**config.mk**
```make
export PLATFORM = sky130hd
export DESIGN_NAME = mkmif_spi_flat
export DESIGN_NICKNAME = d
export VERILOG_FILES = /design/src/rtl/mkmif_spi_pkg.sv /design/src/rtl/mkmif_spi_if.sv /design/src/rtl/mkmif_spi_clkgen.sv /design/src/rtl/mkmif_spi.sv /design/src/flat_wrapper.sv
export SDC_FILE = /design/constraint.sdc
export NUM_CORES = 1
export LEC_CHECK = 0
export BUFFER_PORTS_ARGS = -buffer_cell sky130_fd_sc_hd__buf_4
export CORE_AREA = 2 2 131 133
export CTS_BUF_LIST = sky130_fd_sc_hd__clkbuf_4
export DETAILED_ROUTE_END_ITERATION = 10
export DIE_AREA = 0 0 133 135
export MAX_ROUTING_LAYER = met4
export PLACE_DENSITY_LB_ADDON = 0.08
export SYNTH_ARGS = -nofsm -noshare
export SYNTH_HDL_FRONTEND = slang
export SYNTH_SLANG_ARGS = --single-unit
```
**constraint.sdc**
```tcl
create_clock -name clk -period 4.1 [get_ports clk]
set_clock_uncertainty 0.15 [all_clocks]
set_input_delay 0 -clock clk [delete_from_list [all_inputs] [get_ports clk]]
set_output_delay 0 -clock clk [all_outputs]
set_load 0.1 [all_outputs]
```
**src/rtl/mkmif_spi_pkg.sv**
```systemverilog
// mkmif_spi_pkg: shared state encoding, 23K640 opcodes and width constants for the SPI engine
package mkmif_spi_pkg;
  localparam int FRAME_W = 56;
  localparam int RD_W    = 32;
  localparam int DIV_W   = 16;
  localparam int LEN_W   = 3;
  localparam int BITS_W  = 6;
  localparam logic [7:0] CMD_READ         = 8'h03;
  localparam logic [7:0] CMD_WRITE        = 8'h02;
  localparam logic [7:0] CMD_RDSR         = 8'h05;
  localparam logic [7:0] CMD_WRSR         = 8'h01;
  localparam logic [7:0] SEQ_MODE_NO_HOLD = 8'h41;
  typedef enum logic [2:0] {
    S_IDLE,
    S_NULL,
    S_CS_SETUP,
    S_SCLK_HIGH,
    S_SCLK_LOW,
    S_CS_HOLD,
    S_CS_GAP
  } state_t;
  function automatic logic [DIV_W-1:0] eff_div(input logic [DIV_W-1:0] div);
    return (div == '0) ? DIV_W'(1) : div;
  endfunction
endpackage

```
**src/rtl/mkmif_spi_if.sv**
```systemverilog
// mkmif_spi_if: control handshake and SPI pins between the MKM control FSM, the engine and the SRAM
interface mkmif_spi_if;
  logic        set;
  logic        start;
  logic [2:0]  length;
  logic [15:0] divisor;
  logic        ready;
  logic [55:0] wr_data;
  logic [31:0] rd_data;
  logic        spi_sclk;
  logic        spi_cs_n;
  logic        spi_do;
  logic        spi_di;
  modport slave (
    input  set, start, length, divisor, wr_data, spi_do,
    output ready, rd_data, spi_sclk, spi_cs_n, spi_di
  );
  modport master (
    output set, start, length, divisor, wr_data, spi_do,
    input  ready, rd_data, spi_sclk, spi_cs_n, spi_di
  );
endinterface

```
**src/rtl/mkmif_spi_clkgen.sv**
```systemverilog
// mkmif_spi_clkgen: d-cycle phase timer; tick_o marks the last cycle of each phase
module mkmif_spi_clkgen
  import mkmif_spi_pkg::*;
(
  input  logic             clk,
  input  logic             reset_n,
  input  logic             restart_i,
  input  logic             enable_i,
  input  logic [DIV_W-1:0] d_i,
  output logic             tick_o
);
  logic [DIV_W-1:0] cnt_q, cnt_d;
  assign tick_o = enable_i && (cnt_q == d_i - DIV_W'(1));
  always_comb cnt_d = restart_i ? '0 : !enable_i ? cnt_q : tick_o ? '0 : cnt_q + DIV_W'(1);
  always_ff @(posedge clk or negedge reset_n)
    if (!reset_n) cnt_q <= '0;
    else cnt_q <= cnt_d;
endmodule

```
**src/rtl/mkmif_spi.sv**
```systemverilog
// mkmif_spi: SPI mode-0 master shifting a byte-framed command out to a 23K640 SRAM
// MKMIF_SPI_CS_GAP_EN adds a d-cycle deselect gap after every frame before ready returns.
module mkmif_spi
  import mkmif_spi_pkg::*;
(
  input logic        clk,
  input logic        reset_n,
  mkmif_spi_if.slave bus
);
  state_t             state_q, state_d;
  logic [FRAME_W-1:0] frame_q, frame_d;
  logic [LEN_W-1:0]   len_q, len_d;
  logic [BITS_W-1:0]  bits_q, bits_d;
  logic [DIV_W-1:0]   d_q, d_d;
  logic [RD_W-1:0]    rd_q, rd_d;
  logic [LEN_W-1:0]   go_len;
  logic               idle, tick;
  assign idle = state_q inside {S_IDLE, S_NULL};
  mkmif_spi_clkgen u_clkgen (
    .clk       (clk),
    .reset_n   (reset_n),
    .restart_i (idle),
    .enable_i  (!idle),
    .d_i       (d_q),
    .tick_o    (tick)
  );
  // a same-cycle set+start launches with the freshly loaded length
  assign go_len = bus.set ? bus.length : len_q;
  always_comb begin
    state_d = state_q;
    frame_d = frame_q;
    len_d   = len_q;
    bits_d  = bits_q;
    d_d     = d_q;
    rd_d    = rd_q;
    unique case (state_q)
      S_IDLE: begin
        if (bus.set) begin
          frame_d = bus.wr_data;
          len_d   = bus.length;
        end
        if (bus.start) begin
          d_d     = eff_div(bus.divisor);
          bits_d  = {go_len, 3'b000};
          state_d = (go_len == '0) ? S_NULL : S_CS_SETUP;
        end
      end
      S_NULL: state_d = S_IDLE;
      S_CS_SETUP: state_d = tick ? S_SCLK_HIGH : S_CS_SETUP;
      S_SCLK_HIGH: if (tick) begin
        rd_d    = {rd_q[RD_W-2:0], bus.spi_do};
        frame_d = frame_q << 1;
        bits_d  = bits_q - BITS_W'(1);
        state_d = (bits_q == BITS_W'(1)) ? S_CS_HOLD : S_SCLK_LOW;
      end
      S_SCLK_LOW: state_d = tick ? S_SCLK_HIGH : S_SCLK_LOW;
`ifdef MKMIF_SPI_CS_GAP_EN
      S_CS_HOLD: state_d = tick ? S_CS_GAP : S_CS_HOLD;
`else
      S_CS_HOLD: state_d = tick ? S_IDLE : S_CS_HOLD;
`endif
      S_CS_GAP: state_d = tick ? S_IDLE : S_CS_GAP;
      default: state_d = S_IDLE;
    endcase
  end
  always_ff @(posedge clk or negedge reset_n)
    if (!reset_n) begin
      state_q <= S_IDLE;
      frame_q <= '0;
      len_q   <= '0;
      bits_q  <= '0;
      d_q     <= DIV_W'(1);
      rd_q    <= '0;
    end else begin
      state_q <= state_d;
      frame_q <= frame_d;
      len_q   <= len_d;
      bits_q  <= bits_d;
      d_q     <= d_d;
      rd_q    <= rd_d;
    end
  // pins decode straight from state so reset drops chip select without waiting for a clock
  assign bus.ready    = state_q == S_IDLE;
  assign bus.spi_sclk = state_q == S_SCLK_HIGH;
  assign bus.spi_cs_n = !(state_q inside {S_CS_SETUP, S_SCLK_HIGH, S_SCLK_LOW, S_CS_HOLD});
  assign bus.spi_di   = (state_q inside {S_CS_SETUP, S_SCLK_HIGH, S_SCLK_LOW}) && frame_q[FRAME_W-1];
  assign bus.rd_data  = rd_q;
endmodule
```
**src/flat_wrapper.sv**
```systemverilog
// flat-port wrapper written by rule: the top's interface ports become plain ports
module mkmif_spi_flat import mkmif_spi_pkg::*;
  (clk, reset_n, bus_set, bus_start, bus_length, bus_divisor, bus_wr_data, bus_spi_do, bus_ready, bus_rd_data, bus_spi_sclk, bus_spi_cs_n, bus_spi_di);
  mkmif_spi_if bus_i ();
  input logic clk;
  input logic reset_n;
  input wire logic [$bits(bus_i.set)-1:0] bus_set;
  input wire logic [$bits(bus_i.start)-1:0] bus_start;
  input wire logic [$bits(bus_i.length)-1:0] bus_length;
  input wire logic [$bits(bus_i.divisor)-1:0] bus_divisor;
  input wire logic [$bits(bus_i.wr_data)-1:0] bus_wr_data;
  input wire logic [$bits(bus_i.spi_do)-1:0] bus_spi_do;
  output wire logic [$bits(bus_i.ready)-1:0] bus_ready;
  output wire logic [$bits(bus_i.rd_data)-1:0] bus_rd_data;
  output wire logic [$bits(bus_i.spi_sclk)-1:0] bus_spi_sclk;
  output wire logic [$bits(bus_i.spi_cs_n)-1:0] bus_spi_cs_n;
  output wire logic [$bits(bus_i.spi_di)-1:0] bus_spi_di;
  assign bus_i.set = bus_set;
  assign bus_i.start = bus_start;
  assign bus_i.length = bus_length;
  assign bus_i.divisor = bus_divisor;
  assign bus_i.wr_data = bus_wr_data;
  assign bus_i.spi_do = bus_spi_do;
  assign bus_ready = bus_i.ready;
  assign bus_rd_data = bus_i.rd_data;
  assign bus_spi_sclk = bus_i.spi_sclk;
  assign bus_spi_cs_n = bus_i.spi_cs_n;
  assign bus_spi_di = bus_i.spi_di;
  mkmif_spi u_core (.clk(clk), .reset_n(reset_n), .bus(bus_i));
endmodule
```
Yosys cells after proc, flatten, opt, wreduce, memory -nomap -nowiden --
Index checks and enable logic that the tools add are counted.
Storage, ports and cells: register bits after elaboration 132, input bits 80, output and inout bits 36
Operators by class: add/sub/neg operators 3, equal/unequal tests 11, muxes and demuxes 19, reductions and logical operators 16
Operators with widths (count):
- 56-bit two-way mux | 2
- 56-bit case mux with 2 select lines | 1
- 16-bit two-way mux | 3
- 3-bit two-way mux | 6
- 3-bit case mux with 6 select lines | 1
- 16-bit by 1-bit adder with 16-bit output, second input constant | 1
- 16-bit == test | 1
- 16-bit zero test | 1
- 16-bit by 1-bit subtractor with 16-bit output, second input constant | 1
- 6-bit two-way mux | 2
- 6-bit case mux with 2 select lines | 1
- 3-bit == test, second input constant | 3
- 3-bit by 2-bit == test with 1-bit output, second input constant | 2
- 6-bit by 1-bit == test with 1-bit output, second input constant | 1
- 3-bit zero test | 2
- 2-bit AND reduction | 3
- 3-bit AND reduction | 2
- 6-bit by 1-bit subtractor with 6-bit output, second input constant | 1
- 2-bit inequality test, second input constant | 2
- 2-bit nonzero test | 2
- 4-bit nonzero test | 1
- 3-bit by 1-bit == test with 1-bit output, second input constant | 1
- 3-bit nonzero test | 1
- 1-bit logical AND | 2
- other kinds (4) | 6

Longest topological paths before layout --
word-level depth 6, gate-level depth with buffers 13, depth with buffers taken out 10

Modules after synthesis --
Synthesis repeated with hierarchy kept, for this count alone.
Unflattened totals: cells, all modules 658, area total of the unflattened synthesis 7004.2 µm²
Modules (own cells, without submodules):
- mkmif_spi | times used 1, cells each 437, area an instance 5132.4 µm², sequential area each 2904.0 µm²
- mkmif_spi_clkgen | times used 1, cells each 221, area an instance 1871.8 µm², sequential area each 400.4 µm²

Worst setup path before layout --
Ideal clock, no wire load.
path kind register to register, start register u_core.state_q[2], end register u_core.state_q[0], arrival 4.223 ns, setup slack -0.339 ns, cell stages (with the launch flop) 8, path buffers 1, cell sequence dfrtp_1 clkbuf_1 nor3_1 nand2_1 o21ai_0 nor2_1 a21oi_1 and3_1
Between the ends: cells in the longest elaborated chain, start to end 6, elaborated cells between the ends (all ways) 17
Ends and longest elaborated chain:
- start: declaration | RTL line mkmif_spi.sv:10 | state_t state_q, state_d;
- start signal: assignment | RTL line mkmif_spi.sv:75 | state_q <= state_d;
- 3-bit zero test *
- named net bus_ready | RTL line flat_wrapper.sv:13 | output wire logic [$bits(bus_i.ready)-1:0] bus_ready;
- 2-bit nonzero test | RTL line mkmif_spi.sv:18 | assign idle = state_q inside {S_IDLE, S_NULL};
- 1-bit zero test | RTL line mkmif_spi.sv:23 | .enable_i (!idle),
- 1-bit logical AND | RTL line mkmif_spi_clkgen.sv:13 | assign tick_o = enable_i && (cnt_q == d_i - DIV_W'(1));
- 3-bit two-way mux, or another cell as far along | RTL line mkmif_spi.sv:60 | S_CS_HOLD: state_d = tick ? S_IDLE : S_CS_HOLD;
- 3-bit case mux with 6 select lines or 2-bit AND reduction (tied branches)
Mark *: on every way through the listed nets, which the timed path passes. The rest lies on a longest branch. A chain may end at the register's enable or synchronous reset.

Worst setup path after layout --
start register u_core.d_q[1], end register u_core.frame_q[47]
Between the ends: cells in the longest elaborated chain, start to end 5
Ends and longest elaborated chain:
- start: declaration | RTL line mkmif_spi.sv:14 | logic [DIV_W-1:0] d_q, d_d;
- start signal: assignment | RTL line mkmif_spi.sv:72 | d_q <= DIV_W'(1);
- start signal: assignment | RTL line mkmif_spi.sv:79 | d_q <= d_d;
- 16-bit by 1-bit subtractor with 16-bit output | RTL line mkmif_spi_clkgen.sv:13
- 16-bit == test | RTL line mkmif_spi_clkgen.sv:13
- 1-bit logical AND | RTL line mkmif_spi_clkgen.sv:13
- 2-bit by 1-bit inequality test with 1-bit output (no line)
- 3-bit AND reduction (no line)
- end signal: assignment | RTL line mkmif_spi.sv:76 | frame_q <= frame_d;
- end: declaration | RTL line mkmif_spi.sv:11 | logic [FRAME_W-1:0] frame_q, frame_d;
Every way passes these cells.

==> summary.md <==
| Metric | Value |
|---|---|
| Status | completed |
| H-Tree Depth | 4 |
| Layout net count | 939 |
| Asr flop ratio synth | 100.0% |
| Layout area overhead | 35.23% |
| Logic pwr share | 6.6% |
| Initial antenna violation count | 1 |
| Compound-cell area share of the yosys netlist | 14.84% |
| Largest net degree at the start of global routing | slightly above 100 |
| Ys Warns | 0 |
| P_leak | 4.133 nW |
| Post-DRT Antenna Nets | 0 |
| Post-Synthesis Cells | between 600 and 700 |
| Non-filler cells, final | 1087 |
| Ys flop type | dfrtp_1 |
| Top cells by area, synth | dfrtp_1 (51%), nand2_1 (8.9%), o221a_2 (8.5%) |
| Dpl cells | approximately 970 |
| CTS tree | yes |
| Max FO, Critical Path | 54 |
| Core ar. | around 16000 um^2 |
| Switching Share | a little under a quarter |
| Setup crit start kind | register |
| Vias per cell | slightly above 5 |
| Clock root cell | clkbuf_4 |
| Internal | approximately 1.9 mW |
| Simple-gate portion of the synthesized area | between 20% and 30% |
| Final worst-path cycle share | between 90% and 100% |
| Mapped Nets | roughly 750 |
| Clk sinks | 132 |
| Die Area | 17960 um^2 |
| DRT iter0 DRCs | ~280 |
| Flops & latches, synth | 132 |
| P_sw | roughly 0.57 mW |
| Critical Path RT | about 4.4 ns |
| Vias in the first global route | between 5000 and 6000 |
| Critical path type | register to register |
| Min Tclk post-route | 3.773 ns |
| Worst IR Drop VDD | about 0.00027 V |
| Drt drc | 0 |
| Fin. max-slew vios | 0 |
| Starting Density | 39.42% |
| Yosys top cell area share | between 50% and 60% |
| WL/cell | between 15 and 20 um |
| Synth cell types | 58 |
| Worst Reg2Reg Path Length in Cells | 10 |
| RR Startpoint | u_core.d_q[1] |
| EDFF count, synth | 0 |
| Num rows | 47 |
| Rel. slew slack | between 30% and 40% |
| Placement Cell Area | 7518 um^2 |
| Number of max-cap violations | 0 |
| Post-synth top area cell | dfrtp_1 |
| CP arrival | a little over 4 ns |
| Clk_lat worst skew | around 0.53 ns |
| Die Y-Extent | around 140 um |
| Detailed Routing Iterations Pass 1 | 5 |
| Unrepaired setup endpoints after global routing | false |
| Worst setup EP type | register |
| Setup-failing EPs final | 0 |
| Post-CTS Setup Inserts | 0 |
| Max Fclk | about 0.27 GHz |
| Setup TNS | 0 ns |
| Min-delay src | bus_wr_data[0] |
| Post-synthesis sequential area ratio | 51.09% |
| Final worst setup slack | ~0.33 ns |
| Hold Crit Endpoint | u_core.frame_q[0] |
| Design area | 8746 um^2 |
| WL final | 16510 um |
| Die X | roughly 130 um |
| RePlAce Congestion | around 0.87 |
| Final Hold Fails | 0 |
| Layout cell share with drive strength beyond 1 | between 20% and 30% |
| GRT Residual Overflow | 0 |
| Clock buffer count from CTS | 17 |
| Xor/xnor share of the synthesized area | about 3.8% |
| Mux contribution to synthesized area | less than 1% |
| Adder-Cell Fraction of Synth Area | 1.161% |
| Global-route wire length before repair | between 20000 and 30000 um |
| Pre-CTS setup slack | 0.2332 ns |
| Port buffer count | ~120 |
| Final core occ | roughly 53% |
| Avg Inst Size Synth | a little under 10 um^2 |
| Reg2reg setup slack | about 0.33 ns |
| Worst Tran Pin Value | ~0.90 ns |
| Clock transition at path regs | 0.11 ns |
| Flop pwr share | 52.8% |
| PD cells | ~280 nW/um^2 |
| Clk network pwr share | about two fifths |
| Synthesized cell area | ~6500 um^2 |
| GRT Util Overall | approximately a fifth |
| Total I/O pin count | roughly 120 |
| Vias post-DR | roughly 5600 |
| Largest family of logic cells by synthesized area | simple AND/OR/NAND/NOR gates |
| Clk buf depth | 2 |
| Hold path cells | 4 |
| DP HPWL | between 10000 and 15000 um |
| Reg2Reg Capture Point | u_core.frame_q[47] |
| Worst hold path class | primary input to register |
-- registers in the layout (all words and copies together), names as in the netlist --
signal and flops:
u_core.frame_q 56, u_core.bus.rd_data 32, u_core.d_q 16, u_core.u_clkgen.cnt_q 16, u_core.bits_q 6, u_core.len_q 3
u_core.state_q 3
-- layout by cell type (no fill, tap or decap), types with 3 or more instances in the layout --
cell           synthesis  final
clkinv_4               0      3
bufinv_16              0      4
nand4_1                5      5
o221a_2               49     49
o21ai_0               13     13
clkinvlp_4             0      3
nor4_1                 8      7
and3_1                 7      7
nand2_1              153    153
clkbuf_4               0     17
or4_1                  3      3
dlygate4sd3_1          0     88
ha_1                   6      6
o221a_1                5      5
nor3_1                17     15
dfrtp_1              131    131
or3_1                  5      5
nand3_1               19     19
nor2_1                37     37
nor2b_1                6      6
xor2_1                 8      8
mux2i_1                5      5
a21oi_1               11     11
o311ai_0               3      3
xnor2_1               20     20
buf_4                  1    122
inv_1                 16     16
nand2b_1              56     56
-- area by class of cell --
| cell class | instances | area (um^2) |
|---|---|---|
| flip-flops and latches | 132 | 3304 |
| multi-input cells | 474 | 2943 |
| clock buffers | 17 | 127.6 |
| clock inverters | 15 | 205.2 |
| repair buffers | 212 | 1828 |
| inverters | 16 | 60.06 |
| fillers | 1556 | 7661 |
| diodes | 1 | 2.502 |
| well taps | 220 | 275.3 |
-- power by group through the flow --
stage | clock (mW) | sequential [mW] | combinational (mW)
global placement | 0 | 1.33 | 0.0980
floorplan | 0 | 1.33 | 0.0124
finish | 1.00 | 1.30 | 0.163
global route | 1.11 | 1.30 | 0.178
CTS | 1.04 | 1.30 | 0.164
detailed placement | 0 | 1.33 | 0.0995
-- synthesized netlist by cell type, types with 2 or more instances --
master and count:
nand2_1 153, dfrtp_1 131, nand2b_1 56, o221a_2 49, nor2_1 37, clkbuf_1 24
xnor2_1 20, nand3_1 19, nor3_1 17, inv_1 16, o21ai_0 13, a21oi_1 11
nor4_1 8, xor2_1 8, and3_1 7, buf_2 7, ha_1 6, nor2b_1 6
buf_6 5, mux2i_1 5, nand4_1 5, o221a_1 5, or3_1 5, o311ai_0 3
or4_1 3, nor4b_1 2, o2111ai_1 2, o211ai_1 2, o221ai_1 2, o31a_1 2
o32a_1 2, or4_4 2
-- what timing repair did --
item                                    4_1_cts  5_1_grt
hold buffers                                 88        0
gates resized for setup                       0        2
endpoints found under the setup margin        0        7
hold endpoints to repair                    182        0
-- per-stage QoR --
| stage | power, mW | hold WS (ns) |
|---|---|---|
| after CTS | 2.503 | 0.01739 |
| after floorplan | 1.339 | -0.4456 |
| after detailed placement | 1.426 | 0.02602 |
| after global placement | 1.424 | 0.01092 |
| after global routing | 2.589 | 0.02955 |
| final | 2.466 | 0.08262 |
-- routing by layer --
layer	routed length, um	vias up	part of all wire, %	track usage (%)
met5	0	-	0	-
met4	155	0	0.94	5.257
met3	694	12	4.2	4.429
met2	7825	112	47	30.28
met1	7839	2722	47	27.06
li1	-	2711	-	-
-- cell families (layout without fill, tap and decap cells) --
group | Yosys count | in the layout
buffers and inverters | 53 | 260
adders and majority gates | 6 | 6
xor gates and xnor gates | 28 | 28
other | 0 | 1
and+or+nand+nor | 328 | 328
AOI/OAI and AO/OA | 106 | 106
DFF | 132 | 132
muxes | 6 | 6
-- critical path, stage by stage (launching register included) --
cell and delay, ns:
dfrtp_1 0.45, inv_1 0.09, ha_1 0.25, or4b_1 0.60, a2111oi_0 0.43, nor4_1 0.15, or4_4 0.57, nor3_2 0.24
o21ai_4 0.09, buf_4 0.30, o221a_2 0.34
-- how the worst max path moves through the flow --
stage,cells after the start,endpoint,startpoint,slack [ns]
final,10,u_core.frame_q[47],u_core.d_q[1],0.33
after global routing,10,u_core.frame_q[2],u_core.d_q[1],0.09
after CTS,10,u_core.frame_q[47],u_core.d_q[1],0.22
after detailed placement,10,u_core.frame_q[47],u_core.d_q[1],0.23
after global placement,10,u_core.frame_q[13],u_core.d_q[1],0.38
after floorplan,12,u_core.frame_q[10],u_core.d_q[1],0.69
Note: power is estimated with default switching activity, not from simulation.
